--- src/rtl/shift_pkg.sv ---
// shift_pkg: constants shared by the serial transmitter and its divider.
//   state_e : FSM state encoding (ST_IDLE, ST_SHIFT)
//   DIR_MSB : send MSB first (receiver shifts left, bit enters at D[0])
//   DIR_LSB : send LSB first (receiver shifts right, bit enters at D[N-1])
package shift_pkg;

    typedef enum logic {
        ST_IDLE  = 1'b0,
        ST_SHIFT = 1'b1
    } state_e;

    localparam logic DIR_MSB = 1'b0;
    localparam logic DIR_LSB = 1'b1;

endpackage

--- src/rtl/shift_tx_tick.sv ---
// shift_tx_tick: bit-period divider for the serial transmitter.
//   C    : clock
//   RN   : asynchronous active-low reset
//   EN   : high while a frame is being shifted; counter held at 0 otherwise
//   TICK : high in the last cycle of each bit period (DIV cycles long)
module shift_tx_tick #(
    parameter int DIV = 1
) (
    input  logic C,
    input  logic RN,
    input  logic EN,
    output logic TICK
);

    localparam int DW = (DIV > 1) ? $clog2(DIV) : 1;

    logic [DW-1:0] div_q;
    logic [DW-1:0] div_d;

    generate
        if (DIV == 1) begin : g_nodiv
            // Every shifting cycle is the last cycle of its bit period.
            assign div_d = '0;
        end else begin : g_div
            always_comb begin
                div_d = div_q;
                if (!EN) begin
                    div_d = '0;
                end else if (div_q == DW'(DIV - 1)) begin
                    div_d = '0;
                end else begin
                    div_d = div_q + DW'(1);
                end
            end
        end
    endgenerate

    always_ff @(posedge C or negedge RN) begin
        if (!RN) begin
            div_q <= '0;
        end else begin
            div_q <= div_d;
        end
    end

    assign TICK = EN && (div_q == DW'(DIV - 1));

endmodule

--- src/rtl/shift_tx.sv ---
// shift_tx: parallel-to-serial transmitter with receiver shift strobe.
//   C    : clock, all state changes on rising edge
//   RN   : asynchronous active-low reset
//   D    : parallel word, captured when a load is accepted
//   L    : load request, honoured only while RDY=1
//   DIR  : 0 = MSB first, 1 = LSB first; captured with D
//   RDY  : idle, a load will be accepted
//   SO   : serial data out
//   SE   : shift strobe, receiver samples SO on the edge where SE=1
//   DONE : pulse coincident with the final SE of a frame
// All outputs are decoded from registers; no input reaches an output
// without passing through a flop.
module shift_tx
    import shift_pkg::*;
#(
    parameter int N   = 4,
    parameter int DIV = 1
) (
    input  logic         C,
    input  logic         RN,
    input  logic [N-1:0] D,
    input  logic         L,
    input  logic         DIR,
    output logic         RDY,
    output logic         SO,
    output logic         SE,
    output logic         DONE
);

    localparam int CW = $clog2(N);

    state_e         state_q;
    state_e         state_d;
    logic [N-1:0]   sreg_q;
    logic [N-1:0]   sreg_d;
    logic           dir_q;
    logic           dir_d;
    logic [CW-1:0]  cnt_q;
    logic [CW-1:0]  cnt_d;
    logic           tick;
    logic           last_bit;

    shift_tx_tick #(
        .DIV (DIV)
    ) u_tick (
        .C    (C),
        .RN   (RN),
        .EN   (state_q == ST_SHIFT),
        .TICK (tick)
    );

    assign last_bit = tick && (cnt_q == CW'(N - 1));

    always_ff @(posedge C or negedge RN) begin
        if (!RN) begin
            state_q <= ST_IDLE;
            sreg_q  <= '0;
            dir_q   <= DIR_MSB;
            cnt_q   <= '0;
        end else begin
            state_q <= state_d;
            sreg_q  <= sreg_d;
            dir_q   <= dir_d;
            cnt_q   <= cnt_d;
        end
    end

    always_comb begin
        state_d = state_q;
        sreg_d  = sreg_q;
        dir_d   = dir_q;
        cnt_d   = cnt_q;
        case (state_q)
            ST_IDLE: begin
                if (L) begin
                    state_d = ST_SHIFT;
                    sreg_d  = D;
                    dir_d   = DIR;
                    cnt_d   = '0;
                end
            end
            ST_SHIFT: begin
                if (tick) begin
                    // The bit on SO has just been taken by the receiver.
                    if (dir_q == DIR_MSB) begin
                        sreg_d = {sreg_q[N-2:0], 1'b0};
                    end else begin
                        sreg_d = {1'b0, sreg_q[N-1:1]};
                    end
                    cnt_d = cnt_q + CW'(1);
                    if (last_bit) begin
                        state_d = ST_IDLE;
                    end
                end
            end
            default: begin
                state_d = ST_IDLE;
            end
        endcase
    end

    assign RDY  = (state_q == ST_IDLE);
    assign SO   = (state_q == ST_SHIFT) &&
                  ((dir_q == DIR_MSB) ? sreg_q[N-1] : sreg_q[0]);
    assign SE   = tick;
    assign DONE = last_bit;

endmodule
--- config.mk ---
export PLATFORM = sky130hd
export DESIGN_NAME = shift_tx
export DESIGN_NICKNAME = d
export VERILOG_FILES = /design/src/rtl/shift_pkg.sv /design/src/rtl/shift_tx_tick.sv /design/src/rtl/shift_tx.sv
export SDC_FILE = /design/constraint.sdc
export NUM_CORES = 1
export LEC_CHECK = 0
export BUFFER_PORTS_ARGS = -buffer_cell sky130_fd_sc_hd__buf_2
export CAP_MARGIN = 5
export CORE_AREA = 2 2 39 41
export CTS_BUF_LIST = sky130_fd_sc_hd__clkbuf_8
export CTS_CLUSTER_DIAMETER = 150
export CTS_CLUSTER_SIZE = 40
export DETAILED_ROUTE_END_ITERATION = 12
export DIE_AREA = 0 0 41 43
export PLACE_DENSITY = 0.57
export SKIP_LAST_GASP = 1
export SYNTH_ARGS = -nofsm -noshare
export SYNTH_HDL_FRONTEND = slang
export SYNTH_SLANG_ARGS = --single-unit
export TNS_END_PERCENT = 30
--- constraint.sdc ---
create_clock -name C -period 1.2 [get_ports C]
set_clock_uncertainty 0.05 [all_clocks]
set_input_delay 0.12 -clock C [delete_from_list [all_inputs] [get_ports C]]
set_output_delay 0.12 -clock C [all_outputs]
set_load 0.005 [all_outputs]
==> summary by stage, run 1 <==
Critical path
Data arrives at the worst endpoint at between 1 and 1.5 ns. Of all nets on the critical path, the largest fanout is 2. The endpoint type of the worst setup path is an output pin. The worst register-to-register path has a setup slack of approximately 0.14 ns. STA classifies the critical path startpoint as a flop.

The worst setup path is of the flop to output pin kind. For the worst flop-to-flop path, the logic depth is 2. The endpoint identified for the worst register-to-register timing path is cnt_q[1]$_DFFE_PN0P_. The startpoint identified for the worst register-to-register timing path is cnt_q[1]$_DFFE_PN0P_. The required time of the critical path is between 1 and 1.5 ns. In this run the worst setup path begins at cnt_q[1]$_DFFE_PN0P_.

Timing
For the finished layout, the period the worst path requires is 1.21 ns. The final count of negative-setup-slack endpoints is 1. The worst pin sits at a relative slew slack of 0.874. Setup repair after global routing could not meet its margin everywhere. The count of pins over their slew limit is 0. The worst setup margin is -0.0116 ns. The worst slack on hold paths is 0.0776 ns. The post-route fraction of the period consumed by the critical path is 1.01.

The count of endpoints failing hold in the final timing report is 0. For the pin with the worst max-slew slack, the measured transition is around 0.19 ns. Based on the critical path, the design can be clocked at up to 825 MHz.

Global route
The number of antenna violations at the first check in global routing is 0. The overall overflow remaining after global route is 0. The overall global routing resource usage is 0.121.

The wire length of the first global-routing pass is 1330 um. The via count of the first global-routing pass is 291. Entering global routing, the biggest net connects 9 pins.

Clock tree
After clock tree synthesis, the clock-pin slew on the worst setup and hold paths is 0.04 ns. The cell sitting at the root of the clock tree is a sky130_fd_sc_hd__clkbuf_8. The clock network latency to the later pin of the worst-skew pair is 0.23 ns.

For this design, the sink count on the clock tree is 8. TritonCTS built the clock tree. The depth of the CTS H-tree is 1. TritonCTS created 3 clock buffers. The clock passes through at most 2 buffers.

Layout
The finished layout cell area is 556 um2. The ratio of cells with drive above 1 in the final layout is 0.510. The growth of design area from synthesis to finish is 31.8%. The multi-input combinational cells in the finished layout cover a total of 201 um2. After the last flow step, the layout net total stands at 60. Measured on the finished design, the core utilization comes to 0.401.

The total inserted antenna cells is 0. The sequential standard cell area is approximately 200 um2. After filler insertion, the fill cell instance count of the layout stands at 140.

Floorplan
The initialized floorplan defines 14 standard-cell rows. 12 I/O pins were placed. The die covers 1760 um2. The floorplan die width is 41 um. The vertical die dimension is between 40 and 50 um.

The core region is 1380 um2. The starting density of the core is 0.305.

Power and ir drop
The leakage power total is 0.275 nW. The power consumption is 1.37 mW. For this design the ratio of total power to cell area is approximately 2500 nW/um2. The worst ir drop on vdd is 0.000888 V.

Hold path
The path category of the worst min-delay check is input port to flop. The beginning of the worst hold path is DIR. The instance count along the most critical hold path is 2. The worst min-delay path endpoint is dir_q$_DFFE_PN0P_.

Yosys
The flop and latch count out of synthesis is 8. The biggest area contributor in the post-synthesis netlist is sky130_fd_sc_hd__dfrtp_1. The share of Yosys cell area claimed by the top area cell type is 0.475. The post-synthesis instance area is 422 um2. The yosys synthesis warning count is 0.

Ranked by total cell area, the synthesized netlist is headed by sky130_fd_sc_hd__dfrtp_1 (47%), sky130_fd_sc_hd__mux2i_1 (21%), sky130_fd_sc_hd__mux2_4 (3.6%), sky130_fd_sc_hd__nor2b_4 (3.3%), sky130_fd_sc_hd__ha_1 (3.0%). The fraction of synthesized cell area in xor and xnor cells is 0. The fraction of the mapped netlist area in compound gates is 0.0712. The average instance in the mapped netlist occupies 12.0 um2.

After synthesis, the largest family of logic cells by area is multiplexers. The share of the Yosys chip area taken by registers is 0.475. After synthesis, the share of cell area in mux cells is 0.249. The adder-cell area share of the yosys netlist is 0.0297. Of the total synthesized cell area, the portion taken by AND, OR, NAND and NOR gates is 0.116. The synthesized netlist contains 17 unique library cells.

Synthesis produced a netlist with a net count of 44. Synthesis produced a netlist whose cell count is 35.

Run status
The final reports fail on negative setup slack. The run finished, with violations left.

Route
The number of violations reported at the end of detailed-routing iteration 0 is 0. The DRC violations left is 0. Dividing the detail-routed via count by the number of cells gives 4.68.

Detailed routing inserted a total of just over 300 vias. Summed over all layers, the routed wires come to 779 um. The final routed wire length divided by cell count is about 12 um. The count of TritonRoute iterations in the first routing pass is 1. The count of nets left with antenna violations after detail routing is 0.

Placed design
The final weighted congestion in routability-driven placement is 0.684. After detailed placement, the total cell area comes to 483 um2. The number of input and output port buffers inserted is 11.

The HPWL after detailed placement is 600 um.

Flow run
The max-cap check violation count is 0.
worst max path at each step:
stage	end	depth (start not counted)
floorplan	dir_q$_DFFE_PN0P_	3
global placement	cnt_q[1]$_DFFE_PN0P_	2
detailed placement	cnt_q[1]$_DFFE_PN0P_	2
CTS	DONE	3
global route	DONE	3
finish	DONE	3
flip-flops by register name, indices dropped and copies added (netlist names):
| register | flops |
|---|---|
| sreg_q | 4 |
| dir_q | 1 |
| cnt_q | 2 |
| state_q | 1 |
cells by family after synthesis:
logic type	count (synthesis)
compound gates	4
simple gates	8
buf+inv	4
fa+ha+maj	1
mux	10
flops	8
metrics by stage:
step,TNS (ns),worst slack (ns),cells
4_1_cts,-0.0578,-0.0578,64
6_report,-0.0116,-0.0116,65
2_1_floorplan,0,0.122,35
3_3_place_gp,0,0.115,60
5_1_grt,-0.0871,-0.0562,65
3_5_place_dp,0,0.108,60
critical path, stage by stage (launching register included):
cell and delay [ns]:
sky130_fd_sc_hd__dfrtp_1 0.38, sky130_fd_sc_hd__ha_2 0.18, sky130_fd_sc_hd__and2_4 0.15, sky130_fd_sc_hd__buf_6 0.11
repair_timing:
item / CTS / global route
buffers inserted: 0 / 1
endpoints found under the setup margin: 3 / 2
hold endpoints to repair: 8 / 0
hold buffers: 1 / 0
resized for setup: 3 / 3
pin swaps: 0 / 1
synth_stat cells, drive strengths merged:
cell   count
buf        3
mux2       1
nand2      1
nand3      1
o22ai      1
inv        1
nor2b      1
or3b       1
a22o       1
ha         1
dfrtp      8
o21ai      2
nor2       3
and2       1
mux2i      9
cells in the final DEF, fill, tap and decap left out:
| cell type | instances |
|---|---|
| sky130_fd_sc_hd__buf_2 | 10 |
| sky130_fd_sc_hd__mux2i_1 | 9 |
| sky130_fd_sc_hd__dfrtp_1 | 6 |
| sky130_fd_sc_hd__nor2_1 | 3 |
| sky130_fd_sc_hd__clkbuf_8 | 3 |
| sky130_fd_sc_hd__dfrtp_2 | 2 |
| sky130_fd_sc_hd__buf_4 | 2 |
| sky130_fd_sc_hd__inv_2 | 1 |
| sky130_fd_sc_hd__and2_4 | 1 |
| sky130_fd_sc_hd__or3b_1 | 1 |
| sky130_fd_sc_hd__o21ai_2 | 1 |
| sky130_fd_sc_hd__nand2_1 | 1 |
| sky130_fd_sc_hd__o22ai_1 | 1 |
| sky130_fd_sc_hd__nor2b_4 | 1 |
| sky130_fd_sc_hd__mux2_4 | 1 |
| sky130_fd_sc_hd__a22o_2 | 1 |
| sky130_fd_sc_hd__nand3_1 | 1 |
| sky130_fd_sc_hd__o21ai_0 | 1 |
| sky130_fd_sc_hd__ha_2 | 1 |
| sky130_fd_sc_hd__dlygate4sd3_1 | 1 |
| sky130_fd_sc_hd__buf_6 | 1 |
layout make-up:
class,instances,share of cell area
clock buffers,3,0.0743
inverters,1,0.00676
multi-input cells,23,0.363
flip-flops and latches,8,0.365
well taps,16,0.0360
repair buffers,14,0.155
where the power goes:
| group | switching (mW) | total [mW] | internal, mW |
|---|---|---|---|
| clock | 0.107 | 0.324 | 0.217 |
| combinational | 0.185 | 0.501 | 0.315 |
| sequential | 0.138 | 0.542 | 0.404 |
| total | 0.430 | 1.37 | 0.936 |
metal layers:
layer	track usage	routed length, um	share of wire	up-vias
li1	-	-	-	150
met1	0.162	357	0.46	144
met2	0.144	353	0.45	10
met3	0.0942	68	0.087	0
met4	0.0400	0	0	0
met5	0	0	0	-
Power figures use the tool's default switching activity.
==> inputs of run 2 (changes only) <==
- CTS_BUF_LIST: sky130_fd_sc_hd__clkbuf_8 -> not set
- SETUP_SLACK_MARGIN: not set -> 0.05
==> summary by stage, run 2 (same netlist as run 1, synthesis figures left out) <==
Timing
The post-route fraction of the period consumed by the critical path is 1.03. The final count of negative-setup-slack endpoints is 2. The count of pins over their slew limit is 0. At the pin with the least slew margin, the transition time is about 0.19 ns. Derived from the worst setup path, the maximum achievable clock frequency is 807 MHz.

The count of endpoints failing hold in the final timing report came to 0. Subtracting the final worst setup slack from the clock period gives 1.24 ns. The tightest hold path in the finished design has a slack of 0.0488 ns. Setup repair after global routing could not meet its margin everywhere. In this run the tightest slew margin relative to its limit is 0.873. The worst setup margin is -0.0393 ns.

Global route
The first global-routing pass estimated 1400 um of wire. For this run, the total global-route usage over all layers was measured as 0.127. For this run, global-route usage on met3 was measured as 0.0942. The number of antenna violations at the first check in global routing is 0. The total overflow left after global routing is 0.

The via count of the first global-routing pass was roughly 310. The met1 track utilization from global routing is 0.162. The most used routing layer is met2.

The met2 usage in global routing is 0.163. The maximum number of pins on one net before global-route repair is 9.

Clock tree
The maximum root-to-sink buffer count is 2. The clock network latency to the later pin of the worst-skew pair is 0.26 ns. The depth of the CTS H-tree is 1. CTS saw 8 sinks. The clock root buffer is sky130_fd_sc_hd__clkbuf_4. The clock transition at the registers of the reported paths is roughly 0.060 ns. The number of buffers inserted during clock tree synthesis is 3.

TritonCTS built the clock tree.

Layout
The top cell types in the final layout, fill and taps aside, are sky130_fd_sc_hd__buf_2 (10), sky130_fd_sc_hd__mux2i_1 (9), sky130_fd_sc_hd__dfrtp_1 (6), sky130_fd_sc_hd__buf_4 (6). In the final layout, the share of cells above drive strength 1 is 0.547. Ranked by flip-flop count, first place goes to sreg_q. Leaving out fill and tap cells, the most frequent cell in the layout is sky130_fd_sc_hd__buf_2.

The largest registers in the layout are sreg_q: 4 flops, cnt_q: 2 flops. The number of flip-flops in the largest register is 4. The growth of design area from synthesis to finish is 34.4%. The final net count is 64. The total inserted antenna cells is 0.

Run status
The run finished, with violations left. The final reports fail on negative setup slack.

Critical path
The path type of the worst setup path is flop to output pin. The endpoint type of the worst setup path is an output pin. The maximum fanout along the worst path is 2. The cell type group with the largest total delay on the critical path is flip-flops. Walking the worst path, the cells encountered are ha_2 -> and2_4 -> buf_6.

The critical-path cell with the highest stage delay is sky130_fd_sc_hd__dfrtp_1. Data on the critical path arrives at its endpoint at around 1.1 ns. For the worst setup path, the data required time is approximately 1.0 ns.

For this run, the slowest stage of the critical path takes 0.38 ns. The launching element type of the critical path is a flop. The combined buffer and inverter count along the critical path is 1.

Floorplan
The floorplan die width is 41 um. The die covers 1760 um2. The floorplan step set the die height to 43 um. The starting density of the core is 0.305.

The number of top-level pins is 12. In this run the standard cell core region covers 1380 um2. The count of standard-cell rows is 14.

Flow run
The max-cap check violation count is 0.

Power and ir drop
The leakage power total is approximately 0.29 nW. The power density of the placed cells is ~2400 nW/um2. The worst-case IR drop observed on VDD is around 0.00078 V.

Route
The final routed wire length divided by cell count is between 10 and 15 um. The detail route stage leaves a number of antenna-violating nets equal to 0. The count of TritonRoute iterations in the first routing pass is 2. After the first detailed-routing iteration, the DRC count stood at 2. The total number of vias is 323. The DRC violations left is 0. The final wirelength is 825 um. The via density per instance is between 4 and 5.

Placed design
The number of input and output port buffers inserted is 11. Detailed placement finished with a half-perimeter wire length of 600 um. The pre-CTS setup slack is 0.108 ns. Routability-driven placement finished with a final weighted congestion of 0.684.

Hold path
The path category of the worst min-delay check is input port to flop.
## run 2: changes by cell type in the layout (fill, tap and decap cells not counted)
cell / before / now
sky130_fd_sc_hd__buf_4: 2 / 6
sky130_fd_sc_hd__clkbuf_4: 0 / 3
sky130_fd_sc_hd__clkbuf_8: 3 / 0
## run 2: where the power goes
part	switching [mW]	total [mW]	internal, mW	leakage (nW)
logic	0.213	0.603	0.390	0.177
clock network	0.0958	0.211	0.115	0.0138
registers	0.132	0.534	0.402	0.0966
total	0.441	1.35	0.907	0.288
## run 2: final timing paths
check	slack, ns	cells past startpoint	end	startpoint
max in group asynchronous	0.73	2	dir_q$_DFFE_PN0P_	RN
hold reg to reg	0.50	2	sreg_q[0]$_DFFE_PN0P_	sreg_q[1]$_DFFE_PN0P_
setup / recovery	-0.04	3	DONE	cnt_q[1]$_DFFE_PN0P_
min in group asynchronous	0.18	2	cnt_q[1]$_DFFE_PN0P_	RN
hold / removal	0.05	2	dir_q$_DFFE_PN0P_	DIR
setup reg to reg	0.11	4	cnt_q[0]$_DFFE_PN0P_	cnt_q[0]$_DFFE_PN0P_
## run 2: what timing repair did
action | CTS | global route
endpoints found under the hold margin | 8 | 0
endpoints found under the setup margin | 3 | 3
resized for setup | 5 | 1
pin swaps | 0 | 1
buffers inserted | 2 | 3
hold buffers | 1 | 0
## run 2: area by class of cell
cell class | instances | area, um2
inverters | 1 | 3.75
flip-flops and latches | 8 | 203
clock buffers | 3 | 22.5
fillers | 145 | 817
repair buffers | 18 | 116
multi-input cells | 23 | 201
well taps | 16 | 20.0
## run 2: worst register-to-register path: stages (launching register included)
cell and delay [ns]:
sky130_fd_sc_hd__dfrtp_1 0.35, sky130_fd_sc_hd__buf_4 0.11, sky130_fd_sc_hd__buf_4 0.10, sky130_fd_sc_hd__or3b_1 0.35
sky130_fd_sc_hd__o21ai_2 0.06
## run 2: stage by stage
step / cell area, um2 / cells / setup TNS [ns] / util / power [mW]
after floorplan: 422 / 35 / 0 / - / 0.865
after global placement: 483 / 60 / 0 / 0.349 / 0.977
after detailed placement: 483 / 60 / 0 / 0.349 / 0.987
after CTS: 538 / 66 / -0.0833 / 0.389 / 1.28
after global routing: 567 / 69 / -0.194 / 0.410 / 1.48
final: 567 / 69 / -0.0601 / 0.410 / 1.35
## run 2: routing by layer
layer | share of wire | vias to the layer above
met5 | 0 | -
met4 | 0 | 0
met3 | 0.082 | 0
met2 | 0.48 | 10
met1 | 0.43 | 155
li1 | - | 158
